File: src/rtl/moore_seq_detector_param.sv
// Parametrised Moore serial sequence detector.
// Shifts qualified bits into a history register and flags a frame when the
// history matches the active pattern. Matching can overlap or not, the
// pattern can be reloaded at run time, and a saturating counter tallies hits.
module moore_seq_detector_param #(
  parameter int unsigned          SEQ_LEN     = 4,        // 2..16
  parameter logic [SEQ_LEN-1:0]   DEFAULT_PAT = 4'b1010,
  parameter int unsigned          CNT_W       = 8
) (
  input  logic               clk,
  input  logic               reset,       // synchronous, active low
  input  logic               din,
  input  logic               din_valid,
  input  logic               overlap_en,
  input  logic               pat_load,
  input  logic [SEQ_LEN-1:0] pat_in,
  input  logic               cnt_clr,
  output logic               dout,
  output logic [CNT_W-1:0]   match_cnt
);

  localparam int unsigned           FILL_W    = $clog2(SEQ_LEN + 1);
  localparam logic [FILL_W-1:0]     FILL_FULL = FILL_W'(SEQ_LEN);
  localparam logic [FILL_W-1:0]     FILL_ONE  = FILL_W'(1);

  logic [SEQ_LEN-1:0] pattern_q, pattern_d;
  logic [SEQ_LEN-1:0] hist_q,    hist_d;
  logic [FILL_W-1:0]  fill_q,    fill_d;
  logic [CNT_W-1:0]   cnt_q,     cnt_d;
  logic               advance;
  logic               match_next;

  // Moore output: decoded from registered state only, never from din.
  assign dout      = (fill_q == FILL_FULL) && (hist_q == pattern_q);
  assign match_cnt = cnt_q;

  // A bit is consumed only when valid and not shadowed by a pattern load.
  assign advance = din_valid && !pat_load;

  // Next-state for pattern, history and fill level.
  always_comb begin
    // NOTE: every signal gets a hold value first so no path leaves it
    // unassigned; a missing default here would infer a latch.
    pattern_d = pattern_q;
    hist_d    = hist_q;
    fill_d    = fill_q;
    if (pat_load) begin
      pattern_d = pat_in;
      hist_d    = '0;
      fill_d    = '0;
    end else if (din_valid) begin
      hist_d = {hist_q[SEQ_LEN-2:0], din};
      if (dout && !overlap_en) begin
        // Non-overlapping: the matched frame is spent, this bit opens a new one.
        fill_d = FILL_ONE;
      end else if (fill_q != FILL_FULL) begin
        fill_d = fill_q + 1'b1;
      end
    end
  end

  // Match counter: counts valid bits that complete a frame; idle cycles that
  // merely hold a match are not recounted. Clear wins over increment.
  always_comb begin
    match_next = (fill_d == FILL_FULL) && (hist_d == pattern_d);
    cnt_d      = cnt_q;
    if (cnt_clr) begin
      cnt_d = '0;
    end else if (advance && match_next && (cnt_q != {CNT_W{1'b1}})) begin
      cnt_d = cnt_q + 1'b1;
    end
  end

  // State register with synchronous active-low reset.
  always_ff @(posedge clk) begin
    // NOTE: sequential state uses non-blocking assignments so every flop
    // samples the pre-edge values regardless of statement order.
    if (!reset) begin
      pattern_q <= DEFAULT_PAT;
      hist_q    <= '0;
      fill_q    <= '0;
      cnt_q     <= '0;
    end else begin
      pattern_q <= pattern_d;
      hist_q    <= hist_d;
      fill_q    <= fill_d;
      cnt_q     <= cnt_d;
    end
  end

endmodule

File: config.mk
export PLATFORM = sky130hd
export DESIGN_NAME = moore_seq_detector_param
export DESIGN_NICKNAME = d
export VERILOG_FILES = /design/src/rtl/moore_seq_detector_param.sv
export SDC_FILE = /design/constraint.sdc
export NUM_CORES = 1
export LEC_CHECK = 0
export BUFFER_PORTS_ARGS = -buffer_cell sky130_fd_sc_hd__buf_2
export CAP_MARGIN = 20
export CELL_PAD_IN_SITES_DETAIL_PLACEMENT = 1
export CELL_PAD_IN_SITES_GLOBAL_PLACEMENT = 2
export CORE_MARGIN = 2
export CORE_UTILIZATION = 32
export CTS_BUF_LIST = sky130_fd_sc_hd__clkbuf_16
export CTS_CLUSTER_DIAMETER = 80
export CTS_CLUSTER_SIZE = 20
export DETAILED_ROUTE_END_ITERATION = 6
export GPL_ROUTABILITY_DRIVEN = 0
export PLACE_DENSITY = 0.8
export SYNTH_ARGS = -nofsm -noshare
export SYNTH_HDL_FRONTEND = slang
export SYNTH_SLANG_ARGS = --single-unit
File: constraint.sdc
create_clock -name clk -period 3.3 [get_ports clk]
set_clock_uncertainty 0.15 [all_clocks]
set_input_delay 0.66 -clock clk [delete_from_list [all_inputs] [get_ports clk]]
set_output_delay 0.66 -clock clk [all_outputs]
set_load 0.01 [all_outputs]
== Word-level counts from Yosys, hierarchy flattened ==
Index checks and enable logic that the tools add are counted.
Storage, ports and cells
  register bits after elaboration: 19
  bits in latches: 0
  bits in writable memories: 0
  memory bits (read-only): 0
  input port bits: 11
  output and inout bits: 9
  logic and storage cells: 29
  memories kept: 0
Operators by class
  add/sub/neg operators: 2
  $mul: 0
  div/mod/pow operators: 0
  $lt $le $gt $ge: 0
  equality and inequality tests: 6
  shifts and indexed selects: 0
  muxes and demuxes: 7
  bitwise gates (word level): 1
  reduce and logical (&&, ||, !) cells: 9
Operators with widths (number)
  3-bit 2-to-1 mux: 4
  4-bit 2-to-1 mux: 3
  8-bit by 1-bit adder with 8-bit output, second input constant: 1
  4-bit equality test: 2
  8-bit inequality test, second input constant: 1
  3-bit equality test, second input constant: 2
  1-bit logical AND: 6
  3-bit by 1-bit adder with 3-bit output, second input constant: 1
  3-bit inequality test, second input constant: 1
  1-bit zero test: 2
  2-bit OR reduction: 1
  1-bit NOT: 1

== Longest topological paths before layout ==
Gate-level depths: netlist (run 1).
  word-level depth: 10
  mapped depth: 9

== Worst setup path after synthesis (run 1) ==
Ideal clock, no wire load.
  kind: input to register
  from: in pat_load
  to: reg cnt_q[3], in the netlist match_cnt[3]
  setup time: 0.070 ns
  arrival: 2.255 ns
  data required time: 3.080 ns
  path slack: 0.825 ns
  stages on the path: 7
  buffers on the path: 2
  cells stage by stage: buf_4 > or4b_1 > nor4_4 > nand3_2 > buf_6 > or3_1 > a21oi_1
Between the ends
  cells in the longest elaborated chain, start to end: 5
  elaborated cells between the ends (all ways): 10
  classes of those cells: 2 x eq/ne; 3 x mux; 5 x reduce/logical
RTL lines
  from (decl): line 15  | input logic pat_load,
  4-bit 2-to-1 mux or 3-bit 2-to-1 mux (tied branches): line 47  | if (pat_load) begin
  4-bit equality test or 3-bit equality test (tied branches): line 65  | match_next = (fill_d == FILL_FULL) && (hist_d == pattern_d);
  1-bit logical AND: line 65
  1-bit logical AND (*) (2 in series): line 69  | end else if (advance && match_next && (cnt_q != {CNT_W{1'b1}})) begin
  to (signal assigned): line 87  | cnt_q <= cnt_d;
  to (decl): line 29  | logic [CNT_W-1:0] cnt_q, cnt_d;
Mark *: on every way between the ends. The rest lies on a longest branch, timed or not.
A chain may end at the register's enable or synchronous reset.

== Final worst setup path (run 1) ==
  from: reg fill_q[0]
  to: reg cnt_q[3], in the netlist match_cnt[3]
Between the ends
  cells in the longest elaborated chain, start to end: 10
  elaborated cells between the ends (all ways): 13
  classes of those cells: 1 x add/sub; 3 x eq/ne; 4 x mux; 5 x reduce/logical
RTL lines
  from (decl): line 28  | logic [FILL_W-1:0] fill_q, fill_d;
  from (signal assigned): line 86  | fill_q <= fill_d;
  branches (longest 4 deep; another with 3-bit by 1-bit adder with 3-bit output)
  3-bit 2-to-1 mux (*): line 51  | end else if (din_valid) begin
  3-bit 2-to-1 mux (*): line 47
  3-bit equality test (*): line 65
  1-bit logical AND (*): line 65
  1-bit logical AND (*) (2 in series): line 69
Every way passes the cells marked *.

==> results.ini, run 1 <==
[outcome]
outcome=complete, no violations

[power]
report.power.total_mw=0.5256
switching_share=0.2129
p_sw_mw=0.1119
internal-power_mw=0.4137
leakage_nw=0.5136
irDropWorstVdd_uv=233.6
p_clk_frac=0.471
combinationalPowerShare=0.075
seq_power_share=0.454
power_per_cell_area_nw_per_um2=444.5

[layout]
syn_to_final_growth_pct=18.12
layoutNonFillerInstCount=158
diodes=0
ff_latch_area_um2=380.4
final_net_count=140
area_taken_by_multi_input_logic_gates_um2=575.6
final_layout_size_suffix_gt1_frac=0.2080
fill_cells=362

[logic_synthesis]
yosys_warnings=0
synthCells=106
post_synth_num_cell_types=32
synth-main-ff-cell=dfxtp_1
syn-num-nets=120
synth.cells.most_frequent=19 x dfxtp_1, 11 x mux2i_1, 10 x nor2_1
netlist.top_cell.by_area=dfxtp_1
seq_area_frac_synth=0.3800
synth_enable_flop_cells=0
avgSynthCellArea_um2=9.443
most_frequent_cell_after_synthesis=dfxtp_1
post_synth_main_area_contributors=dfxtp_1 38%, mux2i_1 11%, xor2_1 6.1%
synth_async_sr_flop_share=0
post_synth_instance_area_um2=1001
postSynthRegisterBits=19
synth_top_cell_area_share=0.3800

[route]
first_pass_iters=4
vias=816
routed_wirelength_um=2301
initialDrtViolationCount=19
drt_drc_violations_left=0
ant_nets=0
via_per_inst=5.165
wl_per_cell_um=14.56

[clocking]
postCtsHoldBufs=0
cts_buffer_depth=2
number_of_h_tree_levels=1
ctsRootBufferMaster=clkbuf_16
numCtsBuffers=3
clk_latency_ns=0.25
cts_tree=done
postCtsSetupRepairBufs=0
clkSinkCount=19
cts.repair.resized=0
clkSlewWorstSetupHoldPaths_ns=0.05

[worst_setup_path]
startpoint_type=flip-flop
critical_path_arrival_ns=2.59
cp.required_ns=3.32
timing_worst_setup_path_type=reg2reg
cp-end-kind=flip-flop
rrSetupSlack_ns=0.73
critPathMaxFanout=12

[sta]
final_worst_path_cycle_share=0.7786
post-route-worst-setup-slack_ns=0.7305
max_freq_mhz=389.2
timing.hold.ws_ns=0.3616
report.final.hold_viol_count=0
tightestPinTransition_ns=0.3414
tns_ns=0
timing.final.crit_period_ns=2.569
slew-limit-headroom=0.7693
finalSetupViolCount=0
rsz0062_at_grt=false
slew_viol_final=0

[floorplanning]
placement_rows=20
boundaryPins=20
initial_utilization=0.3333
design.die.area_um2=3592
coreArea_um2=3003
die_w_um=59.93
die_h_um=59.93

[place]
numPlacedInstances=154
dpl.hpwl_um=1698
placement.setup.worst_slack_ns=0.5741
io_buffer_count=19

[flow_run]
cap_violations=0

[grt]
first_pass_grt_wire_length_um=3732
grt_antenna_before_repair=0
grt_start_max_net_pins=13
via_count_of_the_first_global_routing_pass=813
grtUsageTotal=0.1400
grt_remaining_overflow=0

[min_path]
hold_class=reg2reg

[layout by cell type (no fill, tap or decap), drive strengths merged, types with 2 or more instances in the layout]
master / n
nand2b: 3
xor2: 7
dfxtp: 19
o21ai: 4
xnor2: 3
or3: 4
a21oi: 5
nor2b: 4
buf: 19
nand3: 6
mux2i: 11
ha: 3
and3: 2
nand2: 5
inv: 4
nor2: 10
clkbuf: 3
[worst max-delay path: stages, from the launching register on]
cell     delay (ns)
dfxtp_1        0.37
inv_1          0.06
ha_1           0.30
or4b_1         0.56
nor4_4         0.19
nand3_2        0.25
or3_1          0.42
a21oi_1        0.18
[cell type report]
class / instances / area share
multi-input cells: 80 / 0.4868
flip-flops and latches: 19 / 0.3217
clock inverters: 1 / 0.003175
clock buffers: 3 / 0.06349
well taps: 33 / 0.03492
repair buffers: 19 / 0.08042
inverters: 3 / 0.009524
[flip-flops by register name, summed over array words and instances (netlist names)]
register	cells
fill_q	3
hist_q	4
match_cnt	8
pattern_q	4
[layer usage]
layer | vias up | wire (um) | global-route usage
met3 | 4 | 71 | 0.02381
met2 | 14 | 1106 | 0.2158
met1 | 390 | 1095 | 0.1871
met5 | - | 0 | 0
li1 | 408 | - | -
met4 | 0 | 27 | 0.06984
[stage by stage]
step | util | area [um2]
after detailed placement | 0.3675 | 1104
after global routing | 0.3938 | 1182
final | 0.3938 | 1182
after CTS | 0.3938 | 1182
after floorplan | - | 1001
after global placement | 0.3675 | 1104
[power by group through the flow]
stage,clock network (mW),logic (mW),registers (mW)
after floorplan,0,0.0297,0.242
after global placement,0,0.0387,0.243
after detailed placement,0,0.0402,0.244
after CTS,0.251,0.0404,0.239
after global routing,0.261,0.0437,0.239
final,0.247,0.0396,0.238
[kinds of logic after synthesis]
logic type,count (synthesis),share of synthesized area
AO/OA/AOI/OAI,13,0.08000
XOR/XNOR,10,0.08751
adder cells (fa/ha/maj),3,0.03750
buffers and inverters,7,0.04500
flip-flops,19,0.3800
multiplexers,12,0.1213
AND/OR/NAND/NOR,42,0.2488
[path summary, 6_finish.rpt]
path                            cells past startpoint      endpoint         start
worst min-delay path                                2  match_cnt[6]  match_cnt[6]
worst min register to register                      2  match_cnt[6]  match_cnt[6]
worst max register to register                      7  match_cnt[3]     fill_q[0]
worst max-delay path                                7  match_cnt[3]     fill_q[0]
Power figures use the tool's default switching activity.
==> inputs of run 2 (changes only) <==
- CORE_UTILIZATION: 32 -> 29
- PLACE_DENSITY: 0.8 -> 0.77
- clock period: 3.3 -> 2.1 ns (I/O delays scaled with it)
==> results.ini, run 2 (synthesis results as in run 1) <==
[floorplanning]
die_h_um=62.75  ; +4.7%
placement_rows=21  ; +5.0%
initial_utilization=0.3000  ; -0.03337
coreArea_um2=3337  ; +11%
design.die.area_um2=3938  ; +9.6%
die_w_um=62.75  ; +4.7%
boundaryPins=20  ; unchanged

[clocking]
cts_buffer_depth=2  ; unchanged
postCtsHoldBufs=0  ; unchanged
clk_latency_ns=0.25  ; about the same
clkSlewWorstSetupHoldPaths_ns=0.05  ; about the same
number_of_h_tree_levels=1  ; unchanged
numCtsBuffers=3  ; unchanged
cts_tree=done
clkSinkCount=19  ; unchanged
ctsRootBufferMaster=clkbuf_16

[route]
initialDrtViolationCount=15  ; -4
ant_nets=0  ; unchanged
wl_per_cell_um=13.99  ; -3.9%
via_per_inst=4.767  ; -7.7%
vias=920  ; +13%
first_pass_iters=4  ; unchanged
routed_wirelength_um=2701  ; +17%
drt_drc_violations_left=0  ; unchanged

[power]
power_per_cell_area_nw_per_um2=590.0  ; +33%
leakage_nw=0.6254  ; +22%
irDropWorstVdd_uv=213.0  ; -8.8%

[sta]
final_worst_path_cycle_share=1.110  ; +0.3318
slew_viol_final=0  ; unchanged
slew-limit-headroom=0.6167  ; -0.1526
max_freq_mhz=428.9  ; +10%
timing.final.crit_period_ns=2.332  ; -0.2376 ns
post-route-worst-setup-slack_ns=-0.2318  ; -0.9624 ns
report.final.hold_viol_count=0  ; unchanged
tightestPinTransition_ns=0.5750  ; +0.2336 ns
rsz0062_at_grt=true
finalSetupViolCount=8  ; +8
tns_ns=-1.328  ; -1.328 ns

[grt]
grt_start_max_net_pins=11  ; -2
first_pass_grt_wire_length_um=4671  ; +25%
grt_antenna_before_repair=0  ; unchanged
via_count_of_the_first_global_routing_pass=1005  ; +24%
grt_remaining_overflow=0  ; unchanged
grtUsageTotal=0.1522  ; +0.01219

[worst_setup_path]
timing_worst_setup_path_type=reg2reg
startpoint_type=flip-flop
critPathMaxFanout=5  ; -7
rrSetupSlack_ns=-0.23  ; -0.96 ns
cp.required_ns=2.13  ; -1.19 ns
critical_path_arrival_ns=2.36  ; -0.23 ns
cp-end-kind=flip-flop

[layout]
final_layout_size_suffix_gt1_frac=0.3878  ; +0.1798
fill_cells=409  ; +13%
layout_common_cells=19 x buf_2, 17 x dfxtp_1, 17 x buf_4
syn_to_final_growth_pct=44.12
layoutNonFillerInstCount=193  ; +22%
diodes=0  ; unchanged
largest_register_ff_count=8  ; unchanged
layout.cells.most_common=buf_2
final_net_count=162  ; +16%

[outcome]
violations=setup timing
outcome=finished with violations

[place]
dpl.hpwl_um=1891  ; +11%
io_buffer_count=19  ; unchanged
numPlacedInstances=182  ; +18%

[min_path]
hold_class=in2reg

[flow_run]
cap_violations=0  ; unchanged

run 2: cell count changes in the layout (fill, tap and decap cells not counted), sizes merged:
cell   before  now
buf        19   40
nand3       6    7
run 2: cell type report:
type / count / area [um2] / share of cell area
Tap cell: 46 / 57.56 / 0.03990
Timing Repair Buffer: 40 / 267.8 / 0.1856
Sequential cell: 19 / 382.9 / 0.2654
Multi-Input combinational cell: 81 / 644.4 / 0.4467
Inverter: 3 / 11.26 / 0.007806
Clock buffer: 3 / 75.07 / 0.05204
Clock inverter: 1 / 3.754 / 0.002602
run 2: worst paths after layout:
kind	start	endpoint	cells after the start
setup / recovery	fill_q[0]	match_cnt[6]	8
hold / removal	pat_in[3]	pattern_q[3]	3
setup reg to reg	fill_q[0]	match_cnt[6]	8
hold reg to reg	match_cnt[6]	match_cnt[6]	2
run 2: metrics by stage:
| stage | worst slack (ns) | utilization | cell area [um2] | hold WS [ns] | power, mW |
|---|---|---|---|---|---|
| after floorplan | -0.1913 | - | 1007 | 0.3182 | 0.4289 |
| after global placement | -0.2188 | 0.3712 | 1239 | 0.3431 | 0.4589 |
| after detailed placement | -0.3188 | 0.3712 | 1239 | 0.3603 | 0.4625 |
| after CTS | -0.1974 | 0.4308 | 1438 | 0.2388 | 0.8575 |
| after global routing | -0.3372 | 0.4323 | 1443 | 0.2525 | 0.8794 |
| final | -0.2318 | 0.4323 | 1443 | 0.2351 | 0.8512 |
run 2: repair_timing:
action                                  in CTS  in global routing
buffers inserted                             7                  0
pin swaps                                    9                  4
gates resized for setup                     12                  2
endpoints found under the setup margin       9                  8
gates cloned                                 1                  0
run 2: critical path: stages (launching register included):
cell and delay, ns:
dfxtp_2 0.33, inv_2 0.04, ha_4 0.23, or4b_4 0.52, nor4_4 0.18, buf_4 0.19, nand3_4 0.10, or3_1 0.38
a21oi_1 0.14
run 2: routing by layer:
metal  GRT usage  share of wire
met1      0.1814           0.44
met2      0.2621           0.51
met3     0.01982          0.026
met4     0.08611          0.029
met5           0              0
run 2: where the power goes:
part / internal (mW) / switching, mW
Combinational: 0.0461 / 0.0428
Sequential: 0.368 / 0.00617
Clock: 0.253 / 0.135
==> inputs of run 3 (changes only) <==
- CORE_UTILIZATION: 29 -> 35
- PLACE_DENSITY: 0.77 -> 0.86
- clock period: 2.1 -> 3 ns (I/O delays scaled with it)
==> results.ini, run 3 (synthesis results as in run 1) <==
[worst_setup_path]
critical_path.endpoint=match_cnt[4]
cp_num_buf_inv=1  ; -1
rrSetupSlack_ns=0.43  ; +0.66 ns
worst_path_largest_cell_delay_ns=0.56  ; +0.04 ns
cp.required_ns=3.05  ; +0.92 ns
critPathSlowestCell=or4b_1
timing_worst_setup_path_type=reg2reg
cp_num_cells=7  ; -1
critical_path_arrival_ns=2.62  ; +0.26 ns
cp_cell_sequence=inv_1, ha_1, or4b_1, nor4_4, nand3_2, or4_1, nand2_1
r2r_start=fill_q[0]
critical_r2r_capture=match_cnt[4]
cpLargestDelayFamily=simple AND/OR/NAND/NOR gates
startpoint_type=flip-flop
cp-end-kind=flip-flop
worstRegToRegCells=7  ; -1
crit_start=fill_q[0]
critPathMaxFanout=12  ; +7

[sta]
rsz0062_at_grt=false
tightestPinTransition_ns=0.3117  ; -0.2633 ns
timing.final.crit_period_ns=2.571  ; +0.2397 ns
max_freq_mhz=388.9  ; -9.3%
final_worst_path_cycle_share=0.8572  ; -0.2532
slew_viol_final=0  ; unchanged
tns_ns=0  ; +1.328 ns
report.final.hold_viol_count=0  ; unchanged
post-route-worst-setup-slack_ns=0.4285  ; +0.6603 ns
finalSetupViolCount=0  ; -8
slew-limit-headroom=0.7922  ; +0.1755

[layout]
diodes=0  ; unchanged
layout_common_cells=19 x dfxtp_1, 19 x buf_2, 11 x mux2i_1
final_net_count=140  ; -14%
final_layout_size_suffix_gt1_frac=0.2080  ; -0.1798
syn_to_final_growth_pct=17.87
largest_register_ff_count=8  ; unchanged
layoutNonFillerInstCount=156  ; -19%

[clocking]
cts.repair.resized=0  ; -12
postCtsSetupRepairBufs=0  ; -7
numCtsBuffers=3  ; unchanged
clk_latency_ns=0.25  ; about the same
number_of_h_tree_levels=1  ; unchanged
clkSlewWorstSetupHoldPaths_ns=0.06  ; about the same
ctsRootBufferMaster=clkbuf_16
cts_tree=done
postCtsHoldBufs=0  ; unchanged
clkSinkCount=19  ; unchanged
cts_buffer_depth=2  ; unchanged

[power]
leakage_nw=0.5136  ; -18%
power_per_cell_area_nw_per_um2=489.6  ; -17%
report.power.total_mw=0.5777  ; -32%
irDropWorstVdd_uv=232.4  ; +9.1%

[grt]
grt_remaining_overflow=0  ; unchanged
grt_antenna_before_repair=0  ; unchanged
grtUsageTotal=0.1578  ; +0.005663
grt_start_max_net_pins=13  ; +2
first_pass_grt_wire_length_um=3974  ; -15%
via_count_of_the_first_global_routing_pass=856  ; -15%

[route]
ant_nets=0  ; unchanged
routed_wirelength_um=2260  ; -16%
vias=804  ; -13%
met1_length_um=1048  ; -12%
wl_per_cell_um=14.49  ; +3.5%
top_signal_layer_used=met4
initialDrtViolationCount=27  ; +12
drt_drc_violations_left=0  ; unchanged
detailroute.wirelength.met3_um=79  ; +14%
first_pass_iters=2  ; -2
met2_wirelength_um=1100  ; -20%
via_per_inst=5.154  ; +8.1%

[place]
io_buffer_count=19  ; unchanged
placement.setup.worst_slack_ns=0.3250  ; +0.6438 ns
numPlacedInstances=152  ; -16%
dpl.hpwl_um=1678  ; -11%

[outcome]
outcome=complete, no violations

[floorplanning]
placement_rows=19  ; -9.5%
die_h_um=57.48  ; -8.4%
design.die.area_um2=3303  ; -16%
die_w_um=57.48  ; -8.4%
initial_utilization=0.3661  ; +0.06617
coreArea_um2=2734  ; -18%
boundaryPins=20  ; unchanged

[flow_run]
cap_violations=0  ; unchanged

[min_path]
hold_class=reg2reg

run 3: area by class of cell:
type | count | area (um2)
fillers | 326 | 1554
flip-flops and latches | 19 | 380.4
clock inverters | 1 | 3.754
well taps | 31 | 38.79
clock buffers | 3 | 75.07
multi-input cells | 80 | 575.6
repair buffers | 19 | 95.09
inverters | 3 | 11.26
run 3: how the worst min path moves through the flow:
stage / from / end / slack [ns] / depth (start not counted)
after floorplan: fill_q[1] / fill_q[1] / 0.34 / 2
after global routing: match_cnt[6] / match_cnt[6] / 0.40 / 2
after detailed placement: match_cnt[5] / match_cnt[5] / 0.36 / 2
after global placement: match_cnt[6] / match_cnt[6] / 0.35 / 2
final: match_cnt[6] / match_cnt[6] / 0.37 / 2
after CTS: match_cnt[5] / match_cnt[5] / 0.37 / 2
run 3: worst reg2reg max path, delay by kind of cell, from the launching register on:
family                   cells  cell delay [ns]
adder cells (fa/ha/maj)      1             0.30
buffers and inverters        1             0.06
flip-flops                   1             0.39
AND/OR/NAND/NOR              5             1.62
run 3: per-layer routing:
metal,up-vias,track usage
li1,407,-
met1,379,0.1961
met2,13,0.2662
met3,5,0.03401
met4,0,0.05980
met5,-,0
run 3: metrics by stage:
stage,hold slack [ns],util,area (um2)
5_1_grt,0.4006,0.4316,1180
3_3_place_gp,0.3469,0.4027,1101
4_1_cts,0.3679,0.4316,1180
6_report,0.3671,0.4316,1180
2_1_floorplan,0.3371,-,1001
3_5_place_dp,0.3593,0.4027,1101
run 3: power by group:
part	switching [mW]	total (mW)	internal [mW]	leakage, nW
logic	0.0226	0.0431	0.0205	0.317
registers	0.00550	0.263	0.257	0.154
clock network	0.0945	0.272	0.177	0.0423
total	0.123	0.578	0.455	0.514
